<file path="src/rtl/sysmm_pkg.sv">
// sysmm_pkg: shared state encoding, default sizes and run-length helper for the systolic MM sequencer
package sysmm_pkg;
  typedef enum logic [1:0] {IDLE, CLEAR, RUN, DONE} state_t;
  localparam int DEF_WIDTH  = 16;
  localparam int DEF_WIDTHX = 4;
  localparam int DEF_SIZE   = 3;
  function automatic int run_cycles(input int size);
    return 3 * size;
  endfunction
endpackage

</file>
<file path="src/rtl/sysmm_seq_timer.sv">
// sysmm_seq_timer: loadable up-counter flagging the last array cycle of a run
module sysmm_seq_timer #(
  parameter int RUN_CYCLES = 9
) (
  input  logic clock,
  input  logic nreset,
  input  logic i_load,
  input  logic i_en,
  output logic o_tc
);
  localparam int CW = $clog2(RUN_CYCLES + 1);
  logic [CW-1:0] r_count;
  // load has priority so an abort or a fresh clear always restarts from zero
  always_ff @(posedge clock)
    if (!nreset) r_count <= '0;
    else if (i_load) r_count <= '0;
    else if (i_en) r_count <= r_count + 1'b1;
  assign o_tc = r_count == CW'(RUN_CYCLES - 1);
endmodule

</file>
<file path="src/rtl/systolic_mm_sequencer.sv">
// systolic_mm_sequencer: job controller for the SIZE x SIZE systolic array; define SYSMM_SEQ_JOB_COUNT_EN for the job_count port
module systolic_mm_sequencer
  import sysmm_pkg::*;
#(
  parameter int WIDTH      = DEF_WIDTH,
  parameter int WIDTHx     = DEF_WIDTHX,
  parameter int SIZE       = DEF_SIZE,
  parameter int RUN_CYCLES = run_cycles(SIZE)
) (
  input  logic                                clock,
  input  logic                                nreset,
  input  logic                                in_valid,
  output logic                                in_ready,
  input  logic [SIZE-1:0][SIZE-1:0][WIDTHx-1:0] a_in,
  input  logic [SIZE-1:0][SIZE-1:0][WIDTHx-1:0] b_in,
  input  logic                                abort,
  output logic                                out_valid,
  input  logic                                out_ready,
  output logic [SIZE-1:0][SIZE-1:0][WIDTH-1:0]  c_out,
  output logic                                arr_nreset,
  output logic [SIZE-1:0][SIZE-1:0][WIDTHx-1:0] arr_a,
  output logic [SIZE-1:0][SIZE-1:0][WIDTHx-1:0] arr_b,
  input  logic [SIZE-1:0][SIZE-1:0][WIDTH-1:0]  arr_z
`ifdef SYSMM_SEQ_JOB_COUNT_EN
  ,
  output logic [15:0]                         job_count
`endif
);
  state_t r_state, w_next;
  logic r_abort, w_tc, w_accept, w_kill;
  assign w_accept = in_valid && in_ready;
  assign w_kill   = abort && (r_state == CLEAR || r_state == RUN);
  sysmm_seq_timer #(.RUN_CYCLES(RUN_CYCLES)) u_timer (
    .clock (clock),
    .nreset(nreset),
    .i_load(r_state == CLEAR || w_kill),
    .i_en  (r_state == RUN),
    .o_tc  (w_tc)
  );
  // state register
  always_ff @(posedge clock)
    r_state <= !nreset ? IDLE : w_next;
  // next-state logic; abort only acts while the array is working
  always_comb begin
    w_next = r_state;
    case (r_state)
      IDLE:    w_next = w_accept ? CLEAR : IDLE;
      CLEAR:   w_next = abort ? IDLE : RUN;
      RUN:     w_next = abort ? IDLE : w_tc ? DONE : RUN;
      DONE:    w_next = out_ready ? IDLE : DONE;
      default: w_next = IDLE;
    endcase
  end
  // outputs decoded from registered state; array reset also covers the cycle after an abort
  always_comb begin
    in_ready   = nreset && r_state == IDLE;
    out_valid  = r_state == DONE;
    arr_nreset = nreset && r_state != CLEAR && !r_abort;
  end
  // operand latch on handshake, product capture on the last run cycle
  always_ff @(posedge clock)
    if (!nreset) begin
      arr_a   <= '0;
      arr_b   <= '0;
      c_out   <= '0;
      r_abort <= 1'b0;
    end else begin
      if (w_accept) begin
        arr_a <= a_in;
        arr_b <= b_in;
      end
      if (r_state == RUN && w_tc && !abort) c_out <= arr_z;
      r_abort <= w_kill;
    end
`ifdef SYSMM_SEQ_JOB_COUNT_EN
  // completed products delivered to the consumer, wrapping at 16 bits
  always_ff @(posedge clock)
    if (!nreset) job_count <= '0;
    else if (out_valid && out_ready) job_count <= job_count + 16'd1;
`endif
endmodule

</file>
<file path="config.mk">
export PLATFORM = sky130hd
export DESIGN_NAME = systolic_mm_sequencer
export DESIGN_NICKNAME = d
export VERILOG_FILES = /design/src/rtl/sysmm_pkg.sv /design/src/rtl/sysmm_seq_timer.sv /design/src/rtl/systolic_mm_sequencer.sv
export SDC_FILE = /design/constraint.sdc
export NUM_CORES = 1
export LEC_CHECK = 0
export BUFFER_PORTS_ARGS = -buffer_cell sky130_fd_sc_hd__buf_2
export CAP_MARGIN = 20
export CORE_AREA = 2 2 173 175
export CTS_BUF_LIST = sky130_fd_sc_hd__clkbuf_16
export DETAILED_ROUTE_END_ITERATION = 16
export DIE_AREA = 0 0 175 177
export PLACE_DENSITY = 0.67
export SLEW_MARGIN = 20
export SYNTH_ARGS = -nofsm -noshare
export SYNTH_HDL_FRONTEND = slang
export SYNTH_SLANG_ARGS = --single-unit
export TNS_END_PERCENT = 5
</file>
<file path="constraint.sdc">
create_clock -name clock -period 2.19 [get_ports clock]
set_clock_uncertainty 0.05 [all_clocks]
set_input_delay 0.1095 -clock clock [delete_from_list [all_inputs] [get_ports clock]]
set_output_delay 0.1095 -clock clock [all_outputs]
set_load 0.05 [all_outputs]
</file>
* Word level (Yosys, flattened, before mapping) *
Cells that the tools add are included.

storage, ports and cells
  output and inout port bits = 219
  word-level logic and storage cells = 56
  register bits after elaboration = 223
  bits of input ports = 221

cells by class
  add/sub/neg operators = 1
  equality and inequality tests = 5
  multiplexer cells = 6
  bitwise operators = 1
  reductions and logical operators = 13

operators with widths
  cell                 number
  $pmux 2 s4           1
  $logic_and 1x1->1    7
  $mux 2               3
  $add 4x1->4 const B  1
  $eq 2x2->1 const B   2
  $eq 4x4->1 const B   1
  $eq 2x1->1 const B   1
  $logic_not 1->1      2
  $logic_not 2->1      1
  $logic_or 1x1->1     2
  $mux 1               2
  $ne 2x1->1 const B   1
  $reduce_or 2->1      1
  $not 1->1            1

* Longest topological paths before layout *
  depth in word-level cells = 5
  gate-level depth with buffers = 8
  mapped depth without buffers = 5

* Cells and area by module *
Synthesis repeated with hierarchy kept, for this count alone.

unflattened totals
  cells, all modules = 997
  area, all modules = 8804.7 um^2

by module, submodules not included
  module                 area an instance (um^2)  instances  cells an instance
  systolic_mm_sequencer  8595.7                   1          975
  sysmm_seq_timer        209.0                    1          22

* Worst setup path after synthesis *
No wires, ideal clock.

  kind = input -> output
  start point = input nreset
  end point = output arr_nreset
  required time = 2.030 ns
  arrival = 1.868 ns
  setup slack = 0.163 ns
  stages on the path = 4
  buffers on the path = 3
  path through = buf_2 > clkbuf_1 > buf_2 > nor3b_1

on the way
  longest elaborated chain between the ends = 2

RTL lines
  what                            line                         text
  start: declaration              systolic_mm_sequencer.sv:11  input logic nreset,
  $logic_and 1x1->1 (2 in a row)  systolic_mm_sequencer.sv:58  arr_nreset = nreset && r_state != CLEAR && !r_abort;
  end: declaration                systolic_mm_sequencer.sv:20  output logic arr_nreset,

Every way passes these cells.

* Worst setup path after layout *
  start point = register r_state[0]
  end point = register arr_b[23] (netlist name)

on the way
  longest elaborated chain between the ends = 3

RTL lines
  what                      line                         text
  start: declaration        systolic_mm_sequencer.sv:29  state_t r_state, w_next;
  start signal: assignment  systolic_mm_sequencer.sv:42  r_state <= !nreset ? IDLE : w_next;
  $logic_not 2->1           systolic_mm_sequencer.sv:56  in_ready = nreset && r_state == IDLE;
  $logic_and 1x1->1         systolic_mm_sequencer.sv:56
  $logic_and 1x1->1         systolic_mm_sequencer.sv:31  assign w_accept = in_valid && in_ready;
  end signal: assignment    systolic_mm_sequencer.sv:70  arr_b <= b_in;
  end: declaration          systolic_mm_sequencer.sv:22  output logic [SIZE-1:0][SIZE-1:0][WIDTHx-1:0] arr_b,

Every way passes these cells.
A chain may end at the register's enable or synchronous reset.

==> metrics.txt <==
run status finished clean; Root Buffer clkbuf_16; Post-Syn Area between 8000 and 9000 um^2; vias post-DR roughly 9000; 1st-pass router iterations 6; Initial DRC Count 368; Max-cap violations 0; Sink Count about 220; Die Y-Extent 177 um; antenna violations before repair 0; post-synth cell types 25; Final ANT Viol Nets 0; clk slew on worst S/H paths 0.06 ns; DRC violations left 0; Post-CTS Resized 0; Fin Setup TNS 0 ns; leakage power 6.46 nW; Mean Syn Cell Area 8.72 um^2; # rows 63; FMAX 485 MHz; yosys warns 0; crit-path cells inv_1, ha_1, and3_4, buf_4, nand2_1, o21ai_0, dlygate4sd3_1; Final min period between 2 and 2.5 ns; post-route insts no fill 2028; DP HPWL 17.4 mm; critical path arrival approximately 2.4 ns; post-synthesis sequential area ratio 0.523; CP Launch Type register; Layout area overhead 65.7%; Final setup viols 0; Rel. slew slack 0.672; clock latency on the worst-skew pair 0.51 ns; grt total ovfl 0; pin count of the biggest net entering global routing 95; final hold viol count 0; # diodes 0; I/O Pins 440; port buffer count 439; core area 29200 um^2; Post-layout nets 1848; worst-path fanout max 12; Die ar. a little over 30000 um^2; CTS Buffer Depth 3; Placement Setup Slack 0.276 ns; die extent in x about 180 um; RSZ-0062 raised after global routing no; part of the cycle the worst path needs 0.942; CP delay by family, top buffers and inverters; CTS buffer count 24; Worst EP required 2.53 ns; CP max stage cell dlygate4sd3_1; Synth Instances 979; Global Route Usage Sum 0.172; Peak supply drop 0.487 mV; WL final 28.6 mm; global-route wire length before repair between 40 and 50 mm; Yosys reg bits 223; syn_nets around 1200; DR WL/cell between 10 and 15 um; starting density of the core 0.292; CP bufs+invs 3; Slew @ Worst Pin 0.492 ns; Power Density 699 nW/um^2; CTS tree yes; Worst Hold Class input port to register; vias in the first global route 9084; final setup margin about 0.13 ns; Slew Viols, Final 0; share of cells above drive strength 1 0.303; # placed instances roughly 1800; CP peak stage delay 0.58 ns; Setup crit end kind register; Final GP Congestion 0.793; vias per cell 4.42; WS Path Type register to register; H-tree levels 1
## per-stage QoR
step / hold WS (ns) / total power, W / utilization / cell area, um^2
floorplan: 0.168 / 0.00521 / - / 8540
global placement: 0.252 / 0.00564 / 0.379 / 11100
detailed placement: 0.257 / 0.00565 / 0.379 / 11100
CTS: 0.0932 / 0.00993 / 0.483 / 14100
global route: 0.0663 / 0.0103 / 0.484 / 14100
finish: 0.0641 / 0.00989 / 0.484 / 14100
## path summary, 6_finish.rpt
check / from / to / slack [ns] / depth (start not counted)
setup reg to reg: r_state[0] / arr_b[23] / 0.13 / 7
hold reg to reg: c_out[11] / c_out[11] / 0.40 / 2
setup / recovery: r_state[0] / arr_b[23] / 0.13 / 7
hold / removal: in_valid / arr_a[27] / 0.06 / 3
## metal layers
layer,share of wire,routed length (um),GRT usage,up-vias
met5,0,0,0,-
met4,0.041,1160,0.0781,0
met3,0.081,2330,0.0442,85
met2,0.49,14100,0.310,400
met1,0.38,11000,0.190,4061
li1,-,-,-,4414
## cell usage after synthesis (all sizes together)
| library cell | n | area (um^2) |
|---|---|---|
| nand2 | 434 | 1630 |
| dfxtp | 223 | 4460 |
| mux2i | 145 | 1450 |
| o21ai | 72 | 360 |
| clkbuf | 46 | 173 |
| buf | 27 | 213 |
| ha | 7 | 87.6 |
| nor2 | 7 | 33.8 |
| inv | 4 | 15.0 |
| and3 | 2 | 12.5 |
| nor2b | 2 | 12.5 |
| xor2 | 2 | 17.5 |
| and2 | 1 | 6.26 |
| nand3b | 1 | 7.51 |
| nand4 | 1 | 6.26 |
| nand4b | 1 | 15.0 |
| nor3b | 1 | 7.51 |
| o21a | 1 | 7.51 |
| o32a | 1 | 10.0 |
| xnor2 | 1 | 8.76 |
## worst register-to-register path, delay by kind of cell, from the launching register on
| kind | cells | cell delay [ns] |
|---|---|---|
| and+or+nand+nor | 2 | 0.31 |
| adders and majority gates | 1 | 0.28 |
| DFF | 1 | 0.36 |
| AOI/OAI and AO/OA | 1 | 0.08 |
| buffers and inverters | 3 | 0.85 |
## power breakdown
part | switching [W] | internal [W] | total [W]
sequential | 0.0000797 | 0.00420 | 0.00428
clock | 0.00165 | 0.00228 | 0.00394
combinational | 0.00102 | 0.000653 | 0.00167
total | 0.00275 | 0.00714 | 0.00989
## state kept, by name, summed over array words and instances (netlist names)
name,flops
c_out,144
u_timer.r_count,4
r_abort,1
arr_b,36
r_state,2
arr_a,36
## placed cells by master, fill, tap and decap left out, types with 2 or more instances in the layout
master,n
buf_4,14
clkinv_2,3
nor2_1,6
ha_1,7
nor2b_1,2
o21ai_0,72
inv_1,12
xor2_1,2
dlygate4sd3_1,226
dfxtp_1,223
clkinv_1,5
clkbuf_16,25
bufinv_16,2
mux2i_1,145
buf_2,438
buf_12,8
nand2_1,434
## what timing repair did
| item | 4_1_cts | 5_1_grt |
|---|---|---|
| setup buffers | 0 | 3 |
| hold endpoints to repair | 223 | 0 |
| setup endpoints to repair | 0 | 6 |
| hold buffers | 226 | 0 |
## final cells by class
cell class / instances / area, um^2
Clock inverter: 19 / 131
Multi-Input combinational cell: 680 / 3690
Clock buffer: 25 / 626
Sequential cell: 223 / 4460
Tap cell: 390 / 488
Inverter: 4 / 15.0
Timing Repair Buffer: 687 / 4730
Fill cell: 2588 / 15100
## kinds of logic after synthesis
kind of cell	Yosys count	share of synthesized area
AO/OA/AOI/OAI	74	0.0443
XOR/XNOR	3	0.00308
adder cells (fa/ha/maj)	7	0.0103
buffers and inverters	77	0.0469
flip-flops	223	0.523
multiplexers	145	0.170
AND/OR/NAND/NOR	450	0.203
Note: power is estimated with default switching activity, not from simulation.
